==> src/rtl/aibcr3_dcc_pkg.sv <==
// Shared types and helpers for the DCC delay-line calibrator.
// FSM states, step direction, phase flag and bin-to-Gray helper.
package aibcr3_dcc_pkg;

  typedef enum logic [2:0] {
    ST_IDLE,
    ST_LAUNCH,
    ST_SETTLE,
    ST_SAMPLE,
    ST_UPDATE
  } state_e;

  typedef enum logic [1:0] {
    DIR_NONE,
    DIR_UP,
    DIR_DOWN
  } dir_e;

  typedef enum logic {
    PH_SAR,
    PH_TRACK
  } phase_e;

  // One Gray bit from a binary bit and its upper neighbour.
  function automatic logic b2g_bit(
    input logic b_up,
    input logic b
  );
    return b_up ^ b;
  endfunction

endpackage

==> src/rtl/aibcr3_dcc_b2g.sv <==
// Combinational binary-to-Gray converter.
// Output bit i is bin[i+1] ^ bin[i]; the MSB passes through.
module aibcr3_dcc_b2g
  import aibcr3_dcc_pkg::*;
#(
  parameter int CODE_W = 11
) (
  input  logic [CODE_W-1:0] i_bin,
  output logic [CODE_W-1:0] o_gray
);

  logic [CODE_W:0] w_ext;

  assign w_ext = {1'b0, i_bin};

  for (genvar i = 0; i < CODE_W; i++) begin : g_bit
    assign o_gray[i] = b2g_bit(w_ext[i+1], w_ext[i]);
  end

endmodule

==> src/rtl/aibcr3_dcc_dly_cal.sv <==
// DCC delay-line calibrator: SAR search, then +/-1 tracking.
// Lock is declared after LOCK_CNT direction reversals.
module aibcr3_dcc_dly_cal
  import aibcr3_dcc_pkg::*;
#(
  parameter int CODE_W     = 11,
  parameter int SETTLE_CYC = 8,
  parameter int LOCK_CNT   = 4
) (
  input  logic              clk,
  input  logic              rstb,
  input  logic              cal_en,
  input  logic              pd_early,
  output logic              launch,
  output logic              measure,
  output logic [CODE_W-1:0] gray,
  output logic [CODE_W-1:0] code_bin,
  output logic              dll_lock,
  output logic              cal_busy
);

  localparam int IW = (CODE_W > 1) ? $clog2(CODE_W) : 1;
  localparam int SW =
    (SETTLE_CYC > 1) ? $clog2(SETTLE_CYC) : 1;
  localparam int RW = $clog2(LOCK_CNT + 1);

  localparam logic [CODE_W-1:0] MID =
    CODE_W'(1) << (CODE_W - 1);
  localparam logic [CODE_W-1:0] MAXC = '1;
  localparam logic [RW-1:0] REV_MAX = RW'(LOCK_CNT);

  state_e              r_state;
  phase_e              r_phase;
  dir_e                r_prev;
  logic [IW-1:0]       r_idx;
  logic [SW-1:0]       r_cnt;
  logic [RW-1:0]       r_rev;
  logic                r_pd;
  logic                r_launch;
  logic                r_measure;
  logic                r_lock;
  logic [CODE_W-1:0]   r_code_bin;
  logic [CODE_W-1:0]   r_gray;

  logic [CODE_W-1:0]   w_code_nxt;
  logic [CODE_W-1:0]   w_gray_nxt;
  dir_e                w_dir;
  logic                w_sat;
  logic                w_rev;

  assign launch   = r_launch;
  assign measure  = r_measure;
  assign gray     = r_gray;
  assign code_bin = r_code_bin;
  assign dll_lock = r_lock;
  assign cal_busy = (r_state != ST_IDLE);

  // Next code: midscale on start, SAR bit trial or saturating step.
  always_comb begin
    w_code_nxt = r_code_bin;
    w_dir      = r_pd ? DIR_UP : DIR_DOWN;
    w_sat      = 1'b0;
    if (r_state == ST_IDLE) begin
      if (cal_en) w_code_nxt = MID;
    end else if (r_state == ST_UPDATE && cal_en) begin
      if (r_phase == PH_SAR) begin
        w_code_nxt[r_idx] = r_pd;
        if (r_idx != '0)
          w_code_nxt[r_idx - 1'b1] = 1'b1;
      end else if (r_pd) begin
        w_sat = (r_code_bin == MAXC);
        if (!w_sat) w_code_nxt = r_code_bin + 1'b1;
      end else begin
        w_sat = (r_code_bin == '0);
        if (!w_sat) w_code_nxt = r_code_bin - 1'b1;
      end
    end
  end

  assign w_rev = !w_sat
              && (r_prev != DIR_NONE)
              && (w_dir != r_prev);

  aibcr3_dcc_b2g #(
    .CODE_W (CODE_W)
  ) u_b2g (
    .i_bin  (w_code_nxt),
    .o_gray (w_gray_nxt)
  );

  // Calibration FSM with registered strobes, code and lock.
  always_ff @(posedge clk or negedge rstb) begin
    if (!rstb) begin
      r_state    <= ST_IDLE;
      r_phase    <= PH_SAR;
      r_prev     <= DIR_NONE;
      r_idx      <= '0;
      r_cnt      <= '0;
      r_rev      <= '0;
      r_pd       <= 1'b0;
      r_launch   <= 1'b0;
      r_measure  <= 1'b0;
      r_lock     <= 1'b0;
      r_code_bin <= '0;
      r_gray     <= '0;
    end else begin
      r_code_bin <= w_code_nxt;
      r_gray     <= w_gray_nxt;
      r_launch   <= 1'b0;
      r_measure  <= 1'b0;
      if (r_state != ST_IDLE && !cal_en) begin
        r_state <= ST_IDLE;
        r_lock  <= 1'b0;
        r_rev   <= '0;
        r_prev  <= DIR_NONE;
      end else begin
        unique case (r_state)
          ST_IDLE: begin
            if (cal_en) begin
              r_state   <= ST_LAUNCH;
              r_phase   <= PH_SAR;
              r_idx     <= IW'(CODE_W - 1);
              r_prev    <= DIR_NONE;
              r_rev     <= '0;
              r_launch  <= 1'b1;
              r_measure <= 1'b1;
            end
          end
          ST_LAUNCH: begin
            r_cnt   <= SW'(SETTLE_CYC - 1);
            r_state <= ST_SETTLE;
          end
          ST_SETTLE: begin
            if (r_cnt == '0) r_state <= ST_SAMPLE;
            else r_cnt <= r_cnt - 1'b1;
          end
          ST_SAMPLE: begin
            r_pd    <= pd_early;
            r_state <= ST_UPDATE;
          end
          ST_UPDATE: begin
            r_state   <= ST_LAUNCH;
            r_launch  <= 1'b1;
            r_measure <= 1'b1;
            if (r_phase == PH_SAR) begin
              if (r_idx == '0) r_phase <= PH_TRACK;
              else r_idx <= r_idx - 1'b1;
            end else if (!w_sat) begin
              r_prev <= w_dir;
              if (w_rev && r_rev != REV_MAX)
                r_rev <= r_rev + 1'b1;
            end
          end
          default: r_state <= ST_IDLE;
        endcase
        if (r_rev == REV_MAX) r_lock <= 1'b1;
      end
    end
  end

endmodule

==> config.mk <==
export PLATFORM = sky130hd
export DESIGN_NAME = aibcr3_dcc_dly_cal
export DESIGN_NICKNAME = d
export VERILOG_FILES = /design/src/rtl/aibcr3_dcc_pkg.sv /design/src/rtl/aibcr3_dcc_b2g.sv /design/src/rtl/aibcr3_dcc_dly_cal.sv
export SDC_FILE = /design/constraint.sdc
export NUM_CORES = 1
export LEC_CHECK = 0
export CAP_MARGIN = 15
export CELL_PAD_IN_SITES_DETAIL_PLACEMENT = 1
export CELL_PAD_IN_SITES_GLOBAL_PLACEMENT = 1
export CORE_MARGIN = 2
export CORE_UTILIZATION = 40
export CTS_CLUSTER_SIZE = 40
export DETAILED_ROUTE_END_ITERATION = 7
export PLACE_DENSITY_LB_ADDON = 0.1
export SYNTH_ARGS = -nofsm -noshare
export SYNTH_HDL_FRONTEND = slang
export SYNTH_HIERARCHICAL = 1
export SYNTH_SLANG_ARGS = --single-unit
==> constraint.sdc <==
create_clock -name clk -period 3 [get_ports clk]
set_input_delay 0.9 -clock clk [delete_from_list [all_inputs] [get_ports clk]]
set_output_delay 0.9 -clock clk [all_outputs]
set_load 0.02 [all_outputs]
==> results.py, run 1 <==
metrics = {
    "yosys": {
        "synth_top_area_cell": "dfrtp_1",
        "syn_nets": 335,
        "synth.cell_area_sq_mm": 0.00280,
        "synthTopCellsByArea": "dfrtp_1, ha_1, a21oi_1",
        "synthCells": 319,
        "synth_cell_types": 65,
        "avgSynthCellArea_sq_um": 8.76,
        "ys_ff_latch": 41,
        "synth_ff_type": "dfrtp_1",
        "synth_edf_count": 0,
        "yosysSeqAreaShare": 0.367,
        "ys.warnings.count": 6,
        "synth.top_cell.area_share": 0.367,
        "async_flop_share": 1.00,
    },
    "finish": {
        "final_cell_mix": "dfrtp_1, a21oi_1, nand2_1, clkdlybuf4s50_1, nor2_1",
        "drive_above_1_share": 0.111,
        "fillers": 809,
        "register_area_sq_mm": 0.00103,
        "diodes": 0,
        "fin_nets": 367,
        "multi_input_comb_area_sq_mm": 0.00160,
        "syn2layout_area_growth_pct": 18.6,
        "instances_no_fill": 448,
        "fin_area_sq_mm": 0.00332,
        "final_common_cell": "dfrtp_1",
    },
    "floorplanning": {
        "die_w_um": 87.6,
        "core_area_sq_mm": 0.00679,
        "start_util": 0.411,
        "ios": 30,
        "die_h_um": 87.6,
        "die_area_sq_mm": 0.00767,
        "rows": 30,
    },
    "clocking": {
        "cts-root-buf": "clkbuf_8",
        "clock_path_buffers": 2,
        "cts_buffers": 5,
        "clkTransAtPathRegs_ns": 0.08,
        "cts_tree": "yes",
        "post_cts_buffers": 0,
        "worst_skew_pair.late_latency_ns": 0.29,
        "clock-sinks": 41,
        "htreeDepth": 2,
    },
    "place": {
        "io_buffers": 29,
        "place_area_sq_mm": 0.00322,
        "post-dp-hpwl_um": 6200,
        "dp_cells": 440,
        "post-place-ws_ns": 0.0353,
        "place.gp.congestion": 0.828,
    },
    "setup_path": {
        "startpoint_type": "flop",
        "end_kind": "flop",
        "critPathKind": "reg -> reg",
        "cp_data_arrival_time_ns": 2.95,
        "cp_data_required_time_ns": 3.16,
        "crit_fanout": 7,
    },
    "timing": {
        "fin_crit_ns": 2.79,
        "period_share": 0.931,
        "fin_tns_setup_ns": 0,
        "holdWs_ns": 0.475,
        "skew_ns": 0.00531,
        "fmax_ghz": 0.358,
        "rsz0062_at_grt": "no",
        "tightest_slew_ns": 0.860,
        "timing.final.ws_setup_ns": 0.208,
        "finalSetupViolations": 0,
        "max-slew-margin-rel": 0.424,
        "final_max_slew_viol_count": 0,
        "hold_viol": 0,
    },
    "job": {
        "max_cap_violations": 0,
    },
    "run_status": {
        "status": "complete, no violations",
    },
    "global_route": {
        "grt.overflow.total": 0,
        "grt_pass1_wl_um": 13900,
        "grt_max_degree": 29,
        "grt_pass1_vias": 2642,
        "antenna_found_initial": 0,
        "grt_use_total": 0.232,
    },
    "routing": {
        "vias_per_cell": 5.80,
        "routed_wl_um": 8250,
        "wl_per_cell_um": 18.4,
        "drcViolationCount": 0,
        "drt-pass1-iter-count": 4,
        "vias": 2598,
        "ant_nets": 0,
        "drtIter0Drc": 199,
    },
    "worst_hold_path": {
        "hold_path.class": "reg -> reg",
    },
    "power_and_ir_drop": {
        "ir_drop_uv": 299,
        "p_per_area_mw_per_mm2": 599,
        "p_leak_nw": 1.45,
    },
}
flip-flops by register name, summed over array words and instances, names as in the netlist:
name,count
r_idx,4
gray,11
r_prev,2
r_cnt,3
r_state,3
measure,1
code_bin,11
r_pd,1
r_phase,1
dll_lock,1
r_rev,3
final timing paths:
check / from / to / slack, ns / cells after the start
hold / removal: r_cnt[0] / r_cnt[0] / 0.48 / 1
hold reg to reg: r_cnt[0] / r_cnt[0] / 0.48 / 1
setup reg to reg: code_bin[0] / gray[7] / 0.21 / 8
max in group asynchronous: rstb / code_bin[4] / 1.83 / 2
setup / recovery: code_bin[0] / gray[7] / 0.21 / 8
min in group asynchronous: rstb / gray[10] / 0.49 / 1
routing by layer:
| layer | track usage | wire length [um] |
|---|---|---|
| met5 | 0 | 0 |
| met4 | 0.0727 | 151 |
| met3 | 0.0330 | 322 |
| met2 | 0.379 | 3980 |
| met1 | 0.319 | 3790 |
cells by family after synthesis:
family | share of synthesized area
compound gates | 0.242
simple gates | 0.192
flops | 0.367
buf+inv | 0.0627
mux | 0.0479
fa+ha+maj | 0.0537
xor+xnor | 0.0345
report_power, final:
group	leakage [nW]	internal, mW	switching (mW)
combinational	0.875	0.365	0.531
clock	0.0439	0.161	0.202
sequential	0.528	0.618	0.110
total	1.45	1.14	0.844
synthesized netlist by cell type (3+ instances only):
| cell | instances |
|---|---|
| a211oi_1 | 5 |
| a31oi_1 | 10 |
| a21o_1 | 3 |
| a21oi_1 | 29 |
| nand4_1 | 3 |
| o31ai_1 | 3 |
| ha_1 | 12 |
| inv_1 | 17 |
| a32o_1 | 3 |
| o221ai_1 | 3 |
| nand2_1 | 28 |
| nand2b_1 | 6 |
| clkbuf_1 | 9 |
| mux2i_1 | 10 |
| xor2_1 | 10 |
| buf_2 | 8 |
| nand3_1 | 11 |
| o21ai_1 | 7 |
| o21ai_0 | 10 |
| o2bb2ai_1 | 4 |
| o211ai_1 | 3 |
| nor3_1 | 5 |
| or3_1 | 4 |
| dfrtp_1 | 41 |
| o22ai_1 | 3 |
| nor2_1 | 22 |
worst max-delay path, stage by stage, from the launching register on:
cell     delay [ns]
dfrtp_1        0.51
inv_1          0.11
ha_1           0.21
nor3b_2        0.19
a31oi_1        0.69
a31oi_1        0.20
a221o_1        0.36
o21ai_1        0.27
xor2_1         0.12
through the flow:
| step | power, mW | util |
|---|---|---|
| after floorplan | 1.31 | - |
| after global placement | 1.60 | 0.475 |
| after detailed placement | 1.63 | 0.475 |
| after CTS | 2.00 | 0.487 |
| after global routing | 2.13 | 0.488 |
| final | 1.99 | 0.488 |
layout make-up:
class,instances,area share
tap,96,0.0362
multi-input combinational,238,0.482
inverter,19,0.0215
sequential,41,0.309
clock buffer,5,0.0208
clock inverter,3,0.00528
timing repair buffer,46,0.125
repair_timing:
action,4_1_cts,5_1_grt
gates resized for setup,0,1
endpoints found under the hold margin,0,0
hold buffers,0,0
setup endpoints to repair,0,2
Note: power is estimated with default switching activity, not from simulation.
==> inputs of run 2 (changes only) <==
Settings changed: PLACE_DENSITY set to 0.8, PLACE_DENSITY_LB_ADDON 0.1 to not set.
==> results.py, run 2 (same netlist as run 1, synthesis figures left out) <==
metrics = {
    "finish": {
        "fin_nets": 363,
        "fin_area_sq_mm": 0.00331,
        "final_cell_mix": "dfrtp_1, a21oi_1, nand2_1, clkdlybuf4s50_1, nor2_1",
        "syn2layout_area_growth_pct": 18.6,
        "multi_input_comb_area_sq_mm": 0.00160,
        "utilization": 0.488,
        "register_area_sq_mm": 0.00103,
        "diodes": 0,
        "drive_above_1_share": 0.101,
        "final_common_cell": "dfrtp_1",
        "fillers": 831,
    },
    "routing": {
        "wl_per_cell_um": 18.6,
        "drt-pass1-iter-count": 5,
        "routed_wl_um": 8250,
        "drtIter0Drc": 199,
        "vias_per_cell": 5.94,
        "drcViolationCount": 0,
        "vias": 2638,
        "ant_nets": 0,
    },
    "global_route": {
        "antenna_found_initial": 0,
        "grt_pass1_vias": 2591,
        "grt_pass1_wl_um": 13400,
        "grt_max_degree": 42,
        "grt_use_total": 0.224,
        "grt.overflow.total": 0,
    },
    "job": {
        "max_cap_violations": 0,
    },
    "clocking": {
        "cts-root-buf": "clkbuf_8",
        "cts_tree": "yes",
        "cts.hold.buffers_added": 0,
        "worst_skew_pair.late_latency_ns": 0.30,
        "post_cts_buffers": 0,
        "clock_path_buffers": 2,
        "ctsResizeCount": 0,
        "htreeDepth": 2,
        "clkTransAtPathRegs_ns": 0.09,
        "cts_buffers": 5,
        "clock-sinks": 41,
    },
    "timing": {
        "hold_viol": 0,
        "fin_tns_setup_ns": 0,
        "skew_ns": 0.00943,
        "tightest_slew_ns": 0.909,
        "period_share": 0.942,
        "fin_crit_ns": 2.82,
        "final_max_slew_viol_count": 0,
        "fmax_ghz": 0.354,
        "rsz0062_at_grt": "no",
        "finalSetupViolations": 0,
        "max-slew-margin-rel": 0.394,
    },
    "setup_path": {
        "cp_data_required_time_ns": 3.16,
        "cp-endpoint": "gray[6]",
        "critPathLaunch": "code_bin[0]",
        "path_cells": "ha_1 > nand4_1 > o31ai_1 > nor2_1 > a31oi_1 > mux2i_1 > o221ai_1 > xor2_1",
        "cp_data_arrival_time_ns": 2.99,
        "r2r_end": "gray[6]",
        "crit_fanout": 7,
        "startpoint_type": "flop",
        "critPathKind": "reg -> reg",
        "reg2reg_depth": 8,
        "reg2reg_setup_slack_ns": 0.18,
        "slowest_stage": "o31ai_1",
        "end_kind": "flop",
        "max_stage_delay_ns": 0.52,
        "regToRegStartpoint": "code_bin[0]",
    },
    "power_and_ir_drop": {
        "p_per_area_mw_per_mm2": 626,
        "p_leak_nw": 1.44,
        "cellInternalPower_mw": 1.22,
        "combPwrFrac": 0.426,
        "p_clk_frac": 0.224,
        "power_mw": 2.07,
        "swShare": 0.413,
        "pwr-share-seq": 0.350,
        "ir_drop_uv": 223,
        "power_switching_uw": 856,
    },
    "floorplanning": {
        "die_w_um": 87.6,
        "start_util": 0.411,
        "rows": 30,
        "core_area_sq_mm": 0.00679,
        "ios": 30,
        "die_area_sq_mm": 0.00767,
        "die_h_um": 87.6,
    },
    "place": {
        "io_buffers": 29,
        "place.gp.congestion": 0.908,
        "post-dp-hpwl_um": 5940,
        "place_area_sq_mm": 0.00319,
    },
    "worst_hold_path": {
        "hold_path.class": "reg -> reg",
        "hold_start": "r_cnt[0]",
    },
    "run_status": {
        "status": "complete, no violations",
    },
}
-- run 2: metal layers --
layer | share of wire | vias up | track usage
met3 | 0.041 | 17 | 0.0349
met4 | 0.023 | 0 | 0.0881
li1 | - | 1218 | -
met5 | 0 | - | 0
met2 | 0.47 | 74 | 0.353
met1 | 0.46 | 1329 | 0.310
-- run 2: stage by stage --
| step | cells | worst slack [ns] | hold slack (ns) |
|---|---|---|---|
| finish | 444 | 0.175 | 0.474 |
| global route | 444 | 0.0142 | 0.502 |
| CTS | 444 | 0.226 | 0.479 |
| detailed placement | 436 | -0.0257 | 0.465 |
| global placement | 436 | -0.00420 | 0.453 |
| floorplan | 319 | 0.621 | 0.440 |
-- run 2: area by class of cell --
class / instances / share of cell area
Clock inverter: 3 / 0.0140
Tap cell: 96 / 0.0362
Multi-Input combinational cell: 238 / 0.482
Sequential cell: 41 / 0.310
Inverter: 19 / 0.0215
Timing Repair Buffer: 42 / 0.116
Clock buffer: 5 / 0.0208
-- run 2: worst min-delay path by stage --
stage,endpoint,slack [ns],cells after the start
2_1_floorplan,r_cnt[0],0.44,1
3_3_place_gp,r_cnt[0],0.45,1
3_5_place_dp,r_cnt[0],0.46,1
4_1_cts,r_cnt[0],0.48,1
5_1_grt,r_cnt[0],0.50,1
6_report,r_cnt[0],0.47,1
-- run 2: power by group through the flow --
stage / combinational [mW] / clock [mW] / sequential (mW)
after floorplan: 0.600 / 0 / 0.713
after global placement: 0.850 / 0 / 0.733
after detailed placement: 0.867 / 0 / 0.736
after CTS: 0.878 / 0.481 / 0.725
after global routing: 0.970 / 0.499 / 0.740
final: 0.883 / 0.464 / 0.727
-- run 2: critical path: cells and delay by family (launching register included) --
family	cells	cell delay (ns)
AOI/OAI and AO/OA	3	1.08
xor gates and xnor gates	1	0.23
adders and majority gates	1	0.26
DFF	1	0.51
muxes	1	0.24
and+or+nand+nor	2	0.36
